===== config.mk =====
export PLATFORM = sky130hd
export DESIGN_NAME = proc_controller_p
export DESIGN_NICKNAME = d
export VERILOG_FILES = /design/src/rtl/proc_ctrl_pkg.sv /design/src/rtl/proc_controller_p_ack_watchdog.sv /design/src/rtl/proc_controller_p.sv
export SDC_FILE = /design/constraint.sdc
export NUM_CORES = 1
export LEC_CHECK = 0
export BUFFER_PORTS_ARGS = -buffer_cell sky130_fd_sc_hd__buf_2
export CORE_MARGIN = 2
export CORE_UTILIZATION = 27
export DETAILED_ROUTE_END_ITERATION = 10
export PLACE_DENSITY = 0.65
export SYNTH_ARGS = -nofsm -noshare
export SYNTH_HDL_FRONTEND = slang
export SYNTH_SLANG_ARGS = --single-unit

===== constraint.sdc =====
create_clock -name clk -period 1.8 [get_ports clk]
set_input_delay 0.36 -clock clk [delete_from_list [all_inputs] [get_ports clk]]
set_output_delay 0.36 -clock clk [all_outputs]
set_load 0.005 [all_outputs]

===== src/rtl/proc_ctrl_pkg.sv =====
// Shared definitions for the processor control unit: opcodes, FSM states,
// and the ALU and register-file write-source encodings.
package proc_ctrl_pkg;

    typedef enum logic [3:0] {
        INIT,
        FETCH,
        DECODE,
        MOVRD,
        MOVDR,
        ADD,
        MOVRC,
        SUB,
        JMPZ,
        HALT
    } state_t;

    localparam int unsigned OP_MOV_RD = 0;
    localparam int unsigned OP_MOV_DR = 1;
    localparam int unsigned OP_ADD    = 2;
    localparam int unsigned OP_MOVC   = 3;
    localparam int unsigned OP_SUB    = 4;
    localparam int unsigned OP_JMPZ   = 5;

    localparam logic [1:0] ALU_PASS = 2'b00;
    localparam logic [1:0] ALU_ADD  = 2'b01;
    localparam logic [1:0] ALU_SUB  = 2'b10;

    localparam logic [1:0] RF_SEL_ALU   = 2'b00;
    localparam logic [1:0] RF_SEL_MEM   = 2'b01;
    localparam logic [1:0] RF_SEL_CONST = 2'b10;

    // HALT is always the all-ones opcode, whatever the opcode width.
    function automatic logic is_halt_op(input logic [31:0] opcode, input int unsigned op_w);
        logic [31:0] mask_v;
        mask_v = (32'd1 << op_w) - 32'd1;
        return (opcode & mask_v) == mask_v;
    endfunction

endpackage


===== src/rtl/proc_controller_p_ack_watchdog.sv =====
// Counts consecutive cycles spent waiting for a memory acknowledge and
// flags a timeout on the last permitted cycle unless the ack arrives.
module ack_watchdog #(
    parameter int unsigned MAX_WAIT = 15
) (
    input  logic clk,
    input  logic rst,
    input  logic clear,
    input  logic enable,
    input  logic ack,
    output logic timeout
);

    localparam int unsigned CNT_W = $clog2(MAX_WAIT + 1);
    localparam logic [CNT_W-1:0] LAST_WAIT = CNT_W'(MAX_WAIT - 1);

    if (MAX_WAIT < 1) begin : g_bad_max_wait
        $error("ack_watchdog: MAX_WAIT must be at least 1");
    end

    logic [CNT_W-1:0] wait_cnt_r;

    // Timeout condition: still waiting, no ack, and the budget is used up.
    always_comb begin
        timeout = 1'b0;
        if (enable && !ack && (wait_cnt_r == LAST_WAIT)) begin
            timeout = 1'b1;
        end else begin
            timeout = 1'b0;
        end
    end

    // Wait counter: restarts on every state change, saturates at the limit.
    always_ff @(posedge clk) begin
        if (rst || clear) begin
            wait_cnt_r <= {CNT_W{1'b0}};
        end else if (enable && !ack && (wait_cnt_r != LAST_WAIT)) begin
            wait_cnt_r <= wait_cnt_r + CNT_W'(1);
        end else begin
            wait_cnt_r <= wait_cnt_r;
        end
    end

endmodule


===== src/rtl/proc_controller_p.sv =====
// Control unit for the programmable processor: fetch/decode/execute
// sequencing with handshaked memories, HALT, and an ack watchdog.
module proc_controller_p
    import proc_ctrl_pkg::*;
#(
    parameter int unsigned IW       = 16,
    parameter int unsigned OP_W     = 4,
    parameter int unsigned RA_W     = 4,
    parameter int unsigned MAX_WAIT = 15
) (
    input  logic            clk,
    input  logic            rst,
    input  logic [IW-1:0]   instr,
    input  logic            i_ack,
    input  logic            d_ack,
    input  logic            RF_Rp_zero,
    output logic            I_rd,
    output logic            IR_ld,
    output logic            PC_clr,
    output logic            PC_inc,
    output logic            PC_ld,
    output logic            D_rd,
    output logic            D_wr,
    output logic            RF_s1,
    output logic            RF_s0,
    output logic            RF_W_wr,
    output logic            RF_Rp_rd,
    output logic            RF_Rq_rd,
    output logic            alu_s1,
    output logic            alu_s0,
    output logic [RA_W-1:0] RF_W_addr,
    output logic [RA_W-1:0] RF_Rp_addr,
    output logic [RA_W-1:0] RF_Rq_addr,
    output logic            halted,
    output logic            bus_err,
    output logic            illegal_op
);

    if (IW < OP_W + 3 * RA_W) begin : g_bad_width
        $error("proc_controller_p: IW must be >= OP_W + 3*RA_W");
    end

    state_t            state_r;
    state_t            state_s;
    logic              halted_r;
    logic              bus_err_r;
    logic              timeout_s;
    logic              wd_enable_s;
    logic              wd_ack_s;
    logic              wd_clear_s;
    logic [OP_W-1:0]   opcode_s;
    logic [RA_W-1:0]   ra_s;
    logic [RA_W-1:0]   rb_s;
    logic [RA_W-1:0]   rc_s;

    assign opcode_s = instr[IW-1 -: OP_W];
    assign ra_s     = instr[IW-OP_W-1 -: RA_W];
    assign rb_s     = instr[IW-OP_W-RA_W-1 -: RA_W];
    assign rc_s     = instr[IW-OP_W-2*RA_W-1 -: RA_W];

    // Watchdog hookup: only the three handshake states consume wait budget.
    always_comb begin
        wd_enable_s = 1'b0;
        wd_ack_s    = 1'b0;
        wd_clear_s  = (state_s != state_r);
        case (state_r)
            FETCH: begin
                wd_enable_s = 1'b1;
                wd_ack_s    = i_ack;
            end
            MOVRD, MOVDR: begin
                wd_enable_s = 1'b1;
                wd_ack_s    = d_ack;
            end
            default: begin
                wd_enable_s = 1'b0;
                wd_ack_s    = 1'b0;
            end
        endcase
    end

    ack_watchdog #(
        .MAX_WAIT (MAX_WAIT)
    ) u_watchdog (
        .clk     (clk),
        .rst     (rst),
        .clear   (wd_clear_s),
        .enable  (wd_enable_s),
        .ack     (wd_ack_s),
        .timeout (timeout_s)
    );

    // Next-state and strobe decode; every output starts at 0 each cycle.
    always_comb begin
        state_s    = state_r;
        I_rd       = 1'b0;
        IR_ld      = 1'b0;
        PC_clr     = 1'b0;
        PC_inc     = 1'b0;
        PC_ld      = 1'b0;
        D_rd       = 1'b0;
        D_wr       = 1'b0;
        RF_s1      = 1'b0;
        RF_s0      = 1'b0;
        RF_W_wr    = 1'b0;
        RF_Rp_rd   = 1'b0;
        RF_Rq_rd   = 1'b0;
        alu_s1     = 1'b0;
        alu_s0     = 1'b0;
        RF_W_addr  = {RA_W{1'b0}};
        RF_Rp_addr = {RA_W{1'b0}};
        RF_Rq_addr = {RA_W{1'b0}};
        illegal_op = 1'b0;
        case (state_r)
            INIT: begin
                PC_clr  = 1'b1;
                state_s = FETCH;
            end
            FETCH: begin
                I_rd = 1'b1;
                if (i_ack) begin
                    IR_ld   = 1'b1;
                    PC_inc  = 1'b1;
                    state_s = DECODE;
                end else if (timeout_s) begin
                    state_s = HALT;
                end else begin
                    state_s = FETCH;
                end
            end
            DECODE: begin
                if (is_halt_op(32'(opcode_s), OP_W)) begin
                    state_s = HALT;
                end else begin
                    case (opcode_s)
                        OP_W'(OP_MOV_RD): state_s = MOVRD;
                        OP_W'(OP_MOV_DR): state_s = MOVDR;
                        OP_W'(OP_ADD):    state_s = ADD;
                        OP_W'(OP_MOVC):   state_s = MOVRC;
                        OP_W'(OP_SUB):    state_s = SUB;
                        OP_W'(OP_JMPZ):   state_s = JMPZ;
                        default: begin
                            illegal_op = 1'b1;
                            state_s    = FETCH;
                        end
                    endcase
                end
            end
            MOVRD: begin
                D_rd           = 1'b1;
                {RF_s1, RF_s0} = RF_SEL_MEM;
                RF_W_addr      = ra_s;
                if (d_ack) begin
                    RF_W_wr = 1'b1;
                    state_s = FETCH;
                end else if (timeout_s) begin
                    state_s = HALT;
                end else begin
                    state_s = MOVRD;
                end
            end
            MOVDR: begin
                D_wr       = 1'b1;
                RF_Rp_rd   = 1'b1;
                RF_Rp_addr = ra_s;
                if (d_ack) begin
                    state_s = FETCH;
                end else if (timeout_s) begin
                    state_s = HALT;
                end else begin
                    state_s = MOVDR;
                end
            end
            ADD, SUB: begin
                RF_Rp_rd         = 1'b1;
                RF_Rq_rd         = 1'b1;
                RF_W_wr          = 1'b1;
                RF_Rp_addr       = rb_s;
                RF_Rq_addr       = rc_s;
                RF_W_addr        = ra_s;
                {RF_s1, RF_s0}   = RF_SEL_ALU;
                {alu_s1, alu_s0} = (state_r == ADD) ? ALU_ADD : ALU_SUB;
                state_s          = FETCH;
            end
            MOVRC: begin
                {RF_s1, RF_s0} = RF_SEL_CONST;
                RF_W_wr        = 1'b1;
                RF_W_addr      = ra_s;
                state_s        = FETCH;
            end
            JMPZ: begin
                RF_Rp_rd   = 1'b1;
                RF_Rp_addr = ra_s;
                PC_ld      = RF_Rp_zero;
                state_s    = FETCH;
            end
            HALT: begin
                state_s = HALT;
            end
            default: begin
                state_s = INIT;
            end
        endcase
    end

    // State register plus the sticky halted / bus-error flags.
    always_ff @(posedge clk) begin
        if (rst) begin
            state_r   <= INIT;
            halted_r  <= 1'b0;
            bus_err_r <= 1'b0;
        end else begin
            state_r <= state_s;
            if (state_s == HALT) begin
                halted_r <= 1'b1;
            end
            if (timeout_s) begin
                bus_err_r <= 1'b1;
            end
        end
    end

    assign halted  = halted_r;
    assign bus_err = bus_err_r;

endmodule


# Yosys cells after proc, flatten, opt, wreduce, memory -nomap -nowiden
# Cells that the tools add are included.
# W data, S select, Z words.
# op_classes
n_addsub	1
eq_ne	19
mux	33
n_reduce_logical	16
# ops
op	n
$pmux W4 S6	2
$mux W4	9
$eq A4 B3 Y1 const B	6
$eq A4 B4 Y1 const B	5
$mux W1	18
$eq A4 B2 Y1 const B	4
$eq A4 B1 Y1 const B	2
$logic_not A4 Y1	2
$pmux W4 S2	1
$reduce_or A4 Y1	2
$reduce_or A2 Y1	3
$reduce_or A3 Y1	2
$reduce_or A6 Y1	1
$reduce_or A5 Y1	1
$add A4 B1 Y4 const B	1
$ne A4 B4 Y1	1
$ne A4 B4 Y1 const B	1
$pmux W1 S2	2
$logic_and A1 B1 Y1	3
$mux W2	1
$logic_not A1 Y1	1
$logic_or A1 B1 Y1	1
# totals
reg_bits	10
input_bits	21
out_inout_bits	29
word_cells	73

# Depth between registers and ports, before layout
# Gate-level depths: netlist of the first run.
# depth
word_depth	12
depth_mapped	7
ltp_nobuf	7

# Cells and area by module
# A second synthesis of the first run with hierarchy kept.
# unflattened
cells_unflattened	136
hier_area_um2	1028.5
# by_module_without_submodules
module	n_inst	cells_each	area_each_um2	seq_area_each_um2
proc_controller_p	1	110	783.3	120.1
ack_watchdog	1	26	245.2	80.1

# Worst setup path after synthesis of the first run
# OpenSTA, ideal clock, no wires.
# synth_timing
path_kind	register -> output
start	register state_r[2]
end	output port RF_Rp_addr[0]
t_arrival_ns	1.573
required_time_ns	1.440
slack_ns	-0.133
path_stages_with_launch	7
n_path_buf	2
cell_sequence	dfxtp_1 -> buf_2 -> clkbuf_1 -> nor2b_1 -> nor2_1 -> nor3_1 -> a22o_1
# synth_via
elab_chain_cells	3
elab_cells_between_ends	7
cone_classes	4 x eq/ne; 1 x mux; 2 x reduce/logical
# synth_lines
element	line_no	text
start: declaration	proc_controller_p.sv:43	state_t state_r;
start signal: assignment	proc_controller_p.sv:213	state_r <= state_s;
$eq A4 B3 Y1 or $eq A4 B4 Y1 (tied branches)	proc_controller_p.sv:114	case (state_r)
$reduce_or A2 Y1 (on tied branches)	--	
$pmux W4 S2 (*)	proc_controller_p.sv:114	
end: declaration	proc_controller_p.sv:32	output logic [RA_W-1:0] RF_Rp_addr,
# Every way passes the cells marked *; elsewhere a longest branch is shown, timed or not.

# Final worst setup path of the first run
# layout_timing
start	register state_r[2]
end	register u_watchdog.wait_cnt_r[2]
# layout_via
elab_chain_cells	12
elab_cells_between_ends	29
cone_classes	10 x eq/ne; 10 x mux; 9 x reduce/logical
# layout_lines
element	line_no	text
$eq A4 B3 Y1 or $eq A4 B2 Y1 (tied branches)	proc_controller_p.sv:66, proc_controller_p.sv:114	
$reduce_or A2 Y1	proc_controller_p.sv:66	case (state_r)
$pmux W1 S2	proc_controller_p.sv:66	
$logic_not A1 Y1	proc_controller_p_ack_watchdog.sv:26, proc_controller_p_ack_watchdog.sv:37	
$logic_and A1 B1 Y1	proc_controller_p_ack_watchdog.sv:26, proc_controller_p_ack_watchdog.sv:37	
$logic_and A1 B1 Y1	proc_controller_p_ack_watchdog.sv:26	if (enable && !ack && (wait_cnt_r == LAST_WAIT)) begin
$mux W1	proc_controller_p_ack_watchdog.sv:26	
$mux W4 (on tied branches)	proc_controller_p.sv:168, proc_controller_p.sv:125, proc_controller_p.sv:156	
$mux W4 (on tied branches)	proc_controller_p.sv:166, proc_controller_p.sv:121, proc_controller_p.sv:153	
$pmux W4 S6	proc_controller_p.sv:114	
$ne A4 B4 Y1	proc_controller_p.sv:65	wd_clear_s = (state_s != state_r);
$logic_or A1 B1 Y1	proc_controller_p_ack_watchdog.sv:35	if (rst || clear) begin
end signal: assignment	proc_controller_p_ack_watchdog.sv:36	wait_cnt_r <= {CNT_W{1'b0}};
end signal: assignment	proc_controller_p_ack_watchdog.sv:38	wait_cnt_r <= wait_cnt_r + CNT_W'(1);
end signal: assignment	proc_controller_p_ack_watchdog.sv:40	wait_cnt_r <= wait_cnt_r;
end: declaration	proc_controller_p_ack_watchdog.sv:21	logic [CNT_W-1:0] wait_cnt_r;
# Several ways; a longest one is shown, not always the timed one.
# A chain may end at the register's enable or synchronous reset.

==> summary.md, run 1 <==
| Metric | Value |
|---|---|
| Status | finished with violations |
| Failing checks | setup timing |
| # clock sinks | 10 |
| Starting Density | 28.6% |
| Fill cells | 334 |
| Initial antenna violation count | 0 |
| Setup CP Type | flop to flop |
| CTS buffer count | 3 |
| Synthesis-to-layout area growth | 86.3% |
| Ratio of cells with drive above 1 in the final layout | 63.7% |
| Horiz. Die Dim | 64.1 um |
| Max Fclk | 523 MHz |
| Hpwl dp | 2440 um |
| Total number of vias | 1284 |
| Final setup violation count | 14 |
| Core footprint | 0.00342 sq mm |
| VDD IR max | 0.305 mV |
| Setup crit start kind | flop |
| Iteration-0 DRC Markers | 31 |
| Hold_ws | ~360 ps |
| Overall global routing resource usage | 16.3% |
| Number of distinct library cells after synthesis | 45 |
| Post-synth EDFFs | 0 |
| Clk buf depth | 2 |
| Relative slew slack | 80.2% |
| Antenna viol nets, final | 0 |
| IO Port Bufs | a little under 50 |
| Post-Syn Instances | approximately 120 |
| Critical Path RT | 1990 ps |
| Worst Hold Class | input pin to flop |
| Register bit count reported by yosys | 10 |
| Setup slack after layout | -111 ps |
| CTS tree | done |
| Hold Vio Cnt, Final | 0 |
| Post-route cell area | 0.00182 sq mm |
| WL final | 3470 um |
| Register Area | about 220 sq um |
| Final Max Tran Viols | 0 |
| Crit end category | flop |
| Placed cell areas | 0.00153 sq mm |
| Hold_buf cts | 0 |
| RSZ-0062 raised after global routing | true |
| Crit-path max FO | 7 |
| Post-Syn Area | 976 sq um |
| Main synth FF type | dfxtp_1 |
| Full die area | 0.00411 sq mm |
| CTS H-tree lvls | 1 |
| Avg Cell Area, Syn | ~8.1 sq um |
| Synth warnings | 0 |
| Ports | 50 |
| Maxcap violations | 0 |
| PwrDens | approximately 370 mW/mm^2 |
| Wirelength per Cell | 13.3 um |
| Async S/R FF share, synth | 0% |
| DR vias/cell | 4.92 |
| CP arrival | approximately 2100 ps |
| Clock Latency Late Sink | 270 ps |
| Clock-pin slew on the worst setup and hold paths | 70 ps |
| Inserted Diodes | 0 |
| Leak pwr | 0.000900 uW |
| Die height | 64.1 um |
| Multi-input logic area | about 800 sq um |
| GR Overflow Total | 0 |
| Min Clock Period, post-route | 1910 ps |
| Root Driver | clkbuf_4 |
| Worst Tran Pin Value | between 200 and 300 ps |
| Part of the cycle the worst path needs | 106% |
| Post-layout nets | 239 |
| Row Count | 21 |
| Sequential fraction of the synthesis area | about a fifth |
| Mapped Nets | 144 |
| GP Congestion | 0.731 |
| Vias in the first global route | 1179 |
| Post-route DRC | 0 |
| First-pass DRT Iterations | 4 |
| Worst Skew | approximately 2.7 ps |
| Largest net degree at the start of global routing | 12 |
| First-pass GRT wire length | between 5000 and 6000 um |
## routing by layer
layer  track usage (%)  vias to the layer above  routed length, um  share of wire, %
met5                 0                        -                  0                 0
met2              29.3                       27               1880                54
met1              19.1                      604               1410                40
met4              3.46                        0                 68               2.0
met3              4.75                       11                123               3.5
li1                  -                      642                  -                 -
## Yosys cell counts, types with 3 or more instances
cell,count,area [sq um]
a21oi_1,11,55.1
dfxtp_1,10,200
nor2_1,8,30.0
and3_1,7,43.8
and2_1,6,37.5
nand2_1,6,22.5
a22o_1,5,43.8
clkbuf_1,5,18.8
inv_1,4,15.0
nor4b_2,4,60.1
o21ai_0,4,20.0
xnor2_1,4,35.0
nand4_1,3,18.8
nor3_1,3,15.0
## per-stage QoR
step | utilization [%] | total power, uW | worst slack, ps | cells | setup TNS [ps]
floorplan | - | 346 | -13.6 | 121 | -54.4
detailed placement | 44.8 | 439 | -141 | 244 | -825
finish | 53.2 | 681 | -111 | 261 | -719
global route | 53.2 | 725 | -192 | 261 | -2410
CTS | 51.4 | 673 | -71.0 | 259 | -556
global placement | 44.8 | 437 | -98.9 | 244 | -462
## final timing paths
| path | start | endpoint | slack, ps | cells past startpoint |
|---|---|---|---|---|
| max reg2reg | state_r[2] | u_watchdog.wait_cnt_r[2] | -110 | 7 |
| min reg2reg | bus_err | bus_err | 440 | 2 |
| max | state_r[2] | u_watchdog.wait_cnt_r[2] | -110 | 7 |
| min | rst | state_r[0] | 360 | 2 |
## timing repair
item,in CTS,in global routing
resized for setup,28,14
buffers inserted,12,2
pin swaps,10,8
endpoints found under the setup margin,28,23
## power by group
part	total, uW	internal, uW	switching, uW
clock	207	123	83.6
combinational	239	134	105
sequential	236	224	12.0
total	681	480	201
## worst max-delay path, stage by stage (launching register included)
cell,delay (ps)
dfxtp_4,370
buf_4,150
nand4bb_1,210
a21oi_2,180
buf_4,130
o2111ai_1,110
a221o_1,390
nor4b_2,280
## cell usage in the layout (no fill, tap or decap), types with 3 or more instances in the layout
cell type / n
buf_2: 47
buf_4: 40
inv_1: 4
nor2_2: 3
dfxtp_1: 6
nand2_1: 4
clkbuf_4: 3
a21oi_2: 3
a22o_1: 5
nor3_2: 3
and2_1: 5
and3_1: 7
nor2_1: 4
a21oi_1: 8
o21ai_1: 3
nand4_1: 3
dfxtp_4: 4
buf_6: 13
## state kept, by name, summed over array words and instances, names as in the netlist
name / count
halted: 1
u_watchdog.wait_cnt_r: 4
bus_err: 1
state_r: 4
## kinds of logic (layout without fill, tap and decap cells)
family                     count (synthesis)  in the layout  share of synthesized area (%)
xor gates and xnor gates                   4              4                           3.59
and+or+nand+nor                           57             57                           40.5
DFF                                       10             10                           20.5
AOI/OAI and AO/OA                         34             34                           25.0
adders and majority gates                  2              2                           2.56
buffers and inverters                     14            108                           7.82
## area by class of cell
class	instances	area share, %
Inverter	4	0.826
Tap cell	46	3.17
Multi-Input combinational cell	97	44.7
Timing Repair Buffer	100	37.5
Clock buffer	4	2.00
Sequential cell	10	11.8
No activity file was read; power rests on OpenSTA's default activity.
==> run 2: changes to the inputs <==
==> constraint.sdc (replaced) <==
create_clock -name clk -period 1.7 [get_ports clk]
set_input_delay 0.34 -clock clk [delete_from_list [all_inputs] [get_ports clk]]
set_output_delay 0.34 -clock clk [all_outputs]
set_load 0.005 [all_outputs]
==> summary.md, run 2 (synthesis gave the netlist of run 1 again) <==
| Metric | Value |
|---|---|
| Crit-path slowest cell | a221o_1 |
| CP arrival | 2050 ps (-50 ps) |
| Commonest non-fill, non-tap cells in the layout | buf_2, buf_4, buf_6 |
| Clock-pin slew on the worst setup and hold paths | 70 ps (about the same) |
| Root Driver | clkbuf_4 |
| Horiz. Die Dim | 64.1 um (unchanged) |
| Hold Vio Cnt, Final | 0 (unchanged) |
| Die height | 64.1 um (unchanged) |
| Max Fclk | 536 MHz (+2.5%) |
| Setup crit start kind | flop |
| Largest net degree at the start of global routing | 12 (unchanged) |
| Row Count | 21 (unchanged) |
| Reg2reg start | state_r[3] |
| Post-route DRC | 0 (unchanged) |
| First-pass DRT Iterations | 4 (unchanged) |
| Setup CP Type | flop to flop |
| Core footprint | 0.00342 sq mm (unchanged) |
| Met2 WL | 2010 um (+6.9%) |
| R2r setup slk | -160 ps (-50 ps) |
| Largest registers | state_r (4), u_watchdog.wait_cnt_r (4) |
| Hpwl dp | 2350 um (-3.7%) |
| Relative slew slack | 74.8% (-5.4 points) |
| Clk buf depth | 2 (unchanged) |
| Initial antenna violation count | 0 (unchanged) |
| IO Port Bufs | 49 (unchanged) |
| Worst Tran Pin Value | 376 ps (+79.8 ps) |
| Final Max Tran Viols | 0 (unchanged) |
| CTS tree | done |
| Most common cell after layout, fill and taps aside | buf_2 |
| Vias in the first global route | 1223 (+3.7%) |
| Leak pwr | 0.000904 uW (+0.40%) |
| Final Non-Filler Cells | 259 (-0.77%) |
| PwrDens | 386 mW/mm^2 (+3.0%) |
| Antenna viol nets, final | 0 (unchanged) |
| Full die area | 0.00411 sq mm (unchanged) |
| Placed cell count | 244 (unchanged) |
| Iteration-0 DRC Markers | 29 (-6.5%) |
| Setup slack after layout | -164 ps (-53.0 ps) |
| Critical path's top delay family | compound AO/OA/AOI/OAI gates |
| Post-layout nets | 237 (-0.84%) |
| Starting Density | 28.6% (unchanged) |
| HP Start | rst |
| Final setup violation count | 20 (+6) |
| Critical Path RT | 1890 ps (-100 ps) |
| Critical path cell sequence | buf_6 -> nand4bb_4 -> a21oi_2 -> buf_4 -> o2111ai_2 -> a221o_1 -> nor4b_2 |
| Total number of vias | 1282 (-0.16%) |
| Clock Latency Late Sink | 270 ps (about the same) |
| Hold_buf cts | 0 (unchanged) |
| Overall global routing resource usage | 16.7% (+0.44 points) |
| Largest stage delay, worst path | 390 ps (about the same) |
| Wirelength per Cell | 13.6 um (+1.9%) |
| GR Overflow Total | 0 (unchanged) |
| # clock sinks | 10 (unchanged) |
| Critical path buffers and inverters | 2 (unchanged) |
| Util after Layout | 57.9% (+4.7 points) |
| Worst Skew | 1.56 ps (-1.09 ps) |
| WL met3 | 116 um (-5.7%) |
| WL final | 3510 um (+1.1%) |
| GP Congestion | 0.794 (+8.6%) |
| Failing checks | setup timing |
| CTS buffer count | 3 (unchanged) |
| Status | finished with violations |
| DR vias/cell | 4.95 (+0.62%) |
| Setup crit start | state_r[3] |
| Crit-path max FO | 5 (-2) |
| Part of the cycle the worst path needs | 110% (+3.5 points) |
| CTS H-tree lvls | 1 (unchanged) |
| Inserted Diodes | 0 (unchanged) |
| Worst Hold Class | input pin to flop |
| Pre-CTS WS | -225 ps (-83.7 ps) |
| Met1 WL | 1370 um (-2.5%) |
| Ports | 50 (unchanged) |
| Synthesis-to-layout area growth | 103% |
| Max layer used | met4 |
| Ratio of cells with drive above 1 in the final layout | 68.5% (+4.8 points) |
| VDD IR max | 0.321 mV (+5.4%) |
| Maxcap violations | 0 (unchanged) |
| First-pass GRT wire length | 5490 um (+3.5%) |
| Min Clock Period, post-route | 1860 ps (-47.0 ps) |
| Crit end category | flop |
| RSZ-0062 raised after global routing | true |
[run 2: area by class of cell]
class	count	area [sq um]
inverter	4	15.0
clock buffer	4	36.3
fill	289	1440
tap	46	57.6
timing repair buffer	98	723
multi-input combinational	97	932
sequential	10	213
[run 2: power breakdown]
| part | switching [uW] | total [uW] | internal [uW] |
|---|---|---|---|
| clock | 86.6 | 217 | 130 |
| combinational | 128 | 295 | 167 |
| sequential | 13.6 | 251 | 238 |
| total | 228 | 763 | 535 |
[run 2: final timing paths]
kind                                   end  cells after the start
hold reg to reg                    bus_err                      2
hold / removal                     bus_err                      3
setup / recovery  u_watchdog.wait_cnt_r[2]                      7
setup reg to reg  u_watchdog.wait_cnt_r[2]                      7
[run 2: worst reg2reg max path: cells and delay by family, from the launching register on]
kind | cells | cell delay (ps)
AND/OR/NAND/NOR | 2 | 470
flip-flops | 1 | 370
AO/OA/AOI/OAI | 3 | 680
buffers and inverters | 2 | 280
[run 2: stage by stage]
step / power, uW / hold WS [ps] / setup TNS, ps / area [sq um]
floorplan: 368 / 442 / -208 / 1020
global placement: 478 / 434 / -1190 / 1540
detailed placement: 482 / 439 / -1310 / 1540
CTS: 734 / 404 / -1450 / 1820
global route: 811 / 407 / -3200 / 1980
finish: 763 / 413 / -1270 / 1980
[run 2: layer usage]
metal / vias up / GRT usage (%)
met2: 23 / 33.3
met3: 2 / 4.93
met1: 616 / 18.0
li1: 641 / -
met4: 0 / 0.798
met5: - / 0
[run 2: what timing repair did]
item	CTS	global route
setup endpoints to repair	32	32
setup buffers	9	5
resized for setup	43	28
pin swaps	21	12
==> run 3: changes to the inputs <==
--- a/config.mk
+++ b/config.mk
@@ -9,7 +9,10 @@
 export CORE_MARGIN = 2
 export CORE_UTILIZATION = 27
 export DETAILED_ROUTE_END_ITERATION = 10
+export GPL_TIMING_DRIVEN = 0
 export PLACE_DENSITY = 0.65
 export SYNTH_ARGS = -nofsm -noshare
 export SYNTH_HDL_FRONTEND = slang
+export SYNTH_HIERARCHICAL = 1
 export SYNTH_SLANG_ARGS = --single-unit
+export TNS_END_PERCENT = 50
==> summary.md, run 3 <==
| Metric | Value |
|---|---|
| Total number of vias | 1297 (+1.2%) |
| Synth warnings | 6 (+6) |
| Relative slew slack | 76.0% (+1.2 points) |
| Commonest non-fill, non-tap cells in the layout | buf_2, buf_4, buf_6 |
| Wirelength per Cell | 13.7 um (+1.3%) |
| Placed cell areas | 0.00136 sq mm (-11%) |
| # clock sinks | 10 (unchanged) |
| Clock-pin slew on the worst setup and hold paths | 50 ps (-20 ps) |
| WL final | 3520 um (+0.17%) |
| CP arrival | 2630 ps (+580 ps) |
| CTS H-tree lvls | 1 (unchanged) |
| Count leader, synth | nor2_1 |
| Maxcap violations | 0 (unchanged) |
| Setup slack after layout | -784 ps (-619 ps) |
| First-pass DRT Iterations | 4 (unchanged) |
| Adder-Cell Fraction of Synth Area | 2.43% (-0.13 points) |
| Register bit count reported by yosys | 10 (unchanged) |
| CTS buffer count | 3 (unchanged) |
| Part of the cycle the worst path needs | 146% (+36 points) |
| Avg Cell Area, Syn | 7.56 sq um (-6.2%) |
| Mux share of post-synthesis cell area | 0.973% (+0.97 points) |
| Worst Skew | 0.939 ps (-0.625 ps) |
| Largest family of logic cells by synthesized area | simple AND/OR/NAND/NOR gates |
| VDD IR max | 0.563 mV (+75%) |
| Ports | 50 (unchanged) |
| Core footprint | 0.00366 sq mm (+7.2%) |
| Post-route cell area | 0.00184 sq mm (-6.8%) |
| Top post-synthesis cells by count | nor2_1, a21oi_1, dfxtp_1, and3_1, nand2_1 |
| Overall power | 943 uW (+24%) |
| Failing checks | setup timing |
| Worst Tran Pin Value | 358 ps (-17.5 ps) |
| Largest net degree at the start of global routing | 12 (unchanged) |
| Crit end category | flop |
| Horiz. Die Dim | 65.7 um (+2.5%) |
| Final Max Tran Viols | 0 (unchanged) |
| Clock Latency Late Sink | 240 ps (-30 ps) |
| RSZ-0062 raised after global routing | true |
| Critical Path RT | 1850 ps (-40 ps) |
| Die height | 65.7 um (+2.5%) |
| Row Count | 22 (+4.8%) |
| First-pass GRT wire length | 5440 um (-0.87%) |
| Final setup violation count | 29 (+45%) |
| Hold Vio Cnt, Final | 0 (unchanged) |
| Initial antenna violation count | 0 (unchanged) |
| Mapped Nets | 159 (+10%) |
| PwrDens | 512 mW/mm^2 (+33%) |
| Post-Syn Instances | 136 (+12%) |
| Multi-input logic area | 965 sq um (+3.5%) |
| Starting Density | 28.1% (-0.48 points) |
| Post-Syn Area | 0.00103 sq mm (+5.4%) |
| Critical path's top delay family | simple AND/OR/NAND/NOR gates |
| Root Driver | clkbuf_8 |
| Max Fclk | 403 MHz (-25%) |
| Cell accounting for the most synthesized area | dfxtp_1 |
| Overall global routing resource usage | 15.9% (-0.80 points) |
| Ratio of cells with drive above 1 in the final layout | 61.5% (-7.0 points) |
| IO Port Bufs | 48 (-2.0%) |
| Synthesis-to-layout area growth | 79.1% |
| Setup crit start kind | flop |
| XOR/XNOR share of the synthesized area | 3.41% (-0.18 points) |
| Hpwl dp | 2160 um (-8.0%) |
| Post-route DRC | 0 (unchanged) |
| Iteration-0 DRC Markers | 34 (+17%) |
| Leak pwr | 0.000819 uW (-9.4%) |
| Critical path cell sequence | buf_6 -> buf_8 -> mux2i_2 -> nor2_2 -> or2b_4 -> nor2_4 -> nor2_4 -> a221oi_4 -> xor2_1 -> nand4_1 -> buf_6 -> a211oi_1 |
| DR vias/cell | 5.07 (+2.4%) |
| Synth top area share | 19.5% (-1.0 points) |
| Number of distinct library cells after synthesis | 45 (unchanged) |
| Post-synth EDFFs | 0 (unchanged) |
| Full die area | 0.00432 sq mm (+5.1%) |
| Largest registers | state_r (4), u_watchdog/wait_cnt_r (4) |
| Sequential fraction of the synthesis area | 19.5% (-1.0 points) |
| Setup CP Type | flop to flop |
| Post-synthesis simple-gate area fraction | 39.9% (-0.61 points) |
| Most common cell after layout, fill and taps aside | buf_2 |
| Async S/R FF share, synth | 0% (unchanged) |
| Min Clock Period, post-route | 2480 ps (+619 ps) |
| Crit-path slowest cell | dfxtp_4 |
| Synth Area in Compound Gates | 27.0% (+2.0 points) |
| Main area contributors after synthesis | dfxtp_1, nor2_1, a21oi_1 |
| Status | finished with violations |
| Fill cells | 350 (+21%) |
| Main synth FF type | dfxtp_1 |
| Worst Hold Class | input pin to flop |
| Vias in the first global route | 1191 (-2.6%) |
| Inserted Diodes | 0 (unchanged) |
| Antenna viol nets, final | 0 (unchanged) |
| GR Overflow Total | 0 (unchanged) |
| CTS tree | done |
| Crit-path max FO | 4 (-1) |
| Post-layout nets | 232 (-2.1%) |
| GP Congestion | 0.809 (+1.9%) |
| Register Area | 209 sq um (-1.8%) |
| Clk buf depth | 2 (unchanged) |
| Critical path buffers and inverters | 3 (+1) |
| Largest stage delay, worst path | 350 ps (-40 ps) |
==> run 3: cell types whose count changed in the layout (fill, tap and decap cells not counted), moves of 3 or more <==
cell and change:
buf_4 -17, nor2_1 +7, clkbuf_8 +3, inv_1 -3, clkbuf_4 -3, nand2b_4 +3, nor3_1 +3, nand2_1 +3
nor2_2 +4, buf_6 -4
==> run 3: area by class of cell <==
class	count	share of cell area [%]
multi-input cells	114	52.4
repair buffers	69	24.2
flip-flops and latches	10	11.3
inverters	2	0.679
plain buffers	9	5.16
clock buffers	4	2.99
well taps	48	3.26
==> run 3: worst paths after layout <==
path              start  slack [ps]                        to  depth (start not counted)
max          state_r[2]        -780  u_watchdog/wait_cnt_r[0]                         12
min reg2reg      halted         480                    halted                          2
min                 rst         450                state_r[0]                          2
max reg2reg  state_r[2]        -780  u_watchdog/wait_cnt_r[0]                         12
==> run 3: kinds of logic (layout without fill, tap and decap cells) <==
kind of cell / Yosys count / count (layout)
AND/OR/NAND/NOR: 70 / 70
AO/OA/AOI/OAI: 37 / 37
buffers and inverters: 12 / 84
flip-flops: 10 / 10
XOR/XNOR: 4 / 4
adder cells (fa/ha/maj): 2 / 2
multiplexers: 1 / 1
==> run 3: repair_timing <==
item,4_1_cts,5_1_grt
hold buffers,0,0
pin swaps,26,14
setup endpoints to repair,31,34
resized for setup,39,23
setup buffers,17,4
==> run 3: metal layers <==
layer	vias up	share of wire (%)	GRT usage, %
met2	29	52	27.7
met3	4	2.9	1.03
met5	-	0	0
met4	0	1.4	6.77
li1	640	-	-
met1	624	43	20.2
==> run 3: metrics by stage <==
| step | setup TNS (ps) | setup WS [ps] | cells | hold WS (ps) | util, % |
|---|---|---|---|---|---|
| final | -8290 | -784 | 256 | 448 | 50.3 |
| after global routing | -10580 | -912 | 256 | 455 | 50.3 |
| after CTS | -6380 | -698 | 253 | 438 | 46.5 |
| after detailed placement | -5020 | -903 | 232 | 464 | 37.3 |
| after global placement | -4920 | -888 | 232 | 448 | 37.3 |
| after floorplan | -3050 | -626 | 136 | 399 | - |
==> run 3: power breakdown <==
part           leakage (uW)  switching (uW)  internal [uW]
Sequential        0.0000828            18.8            243
Clock             0.0000288             105            205
Combinational      0.000707             183            189
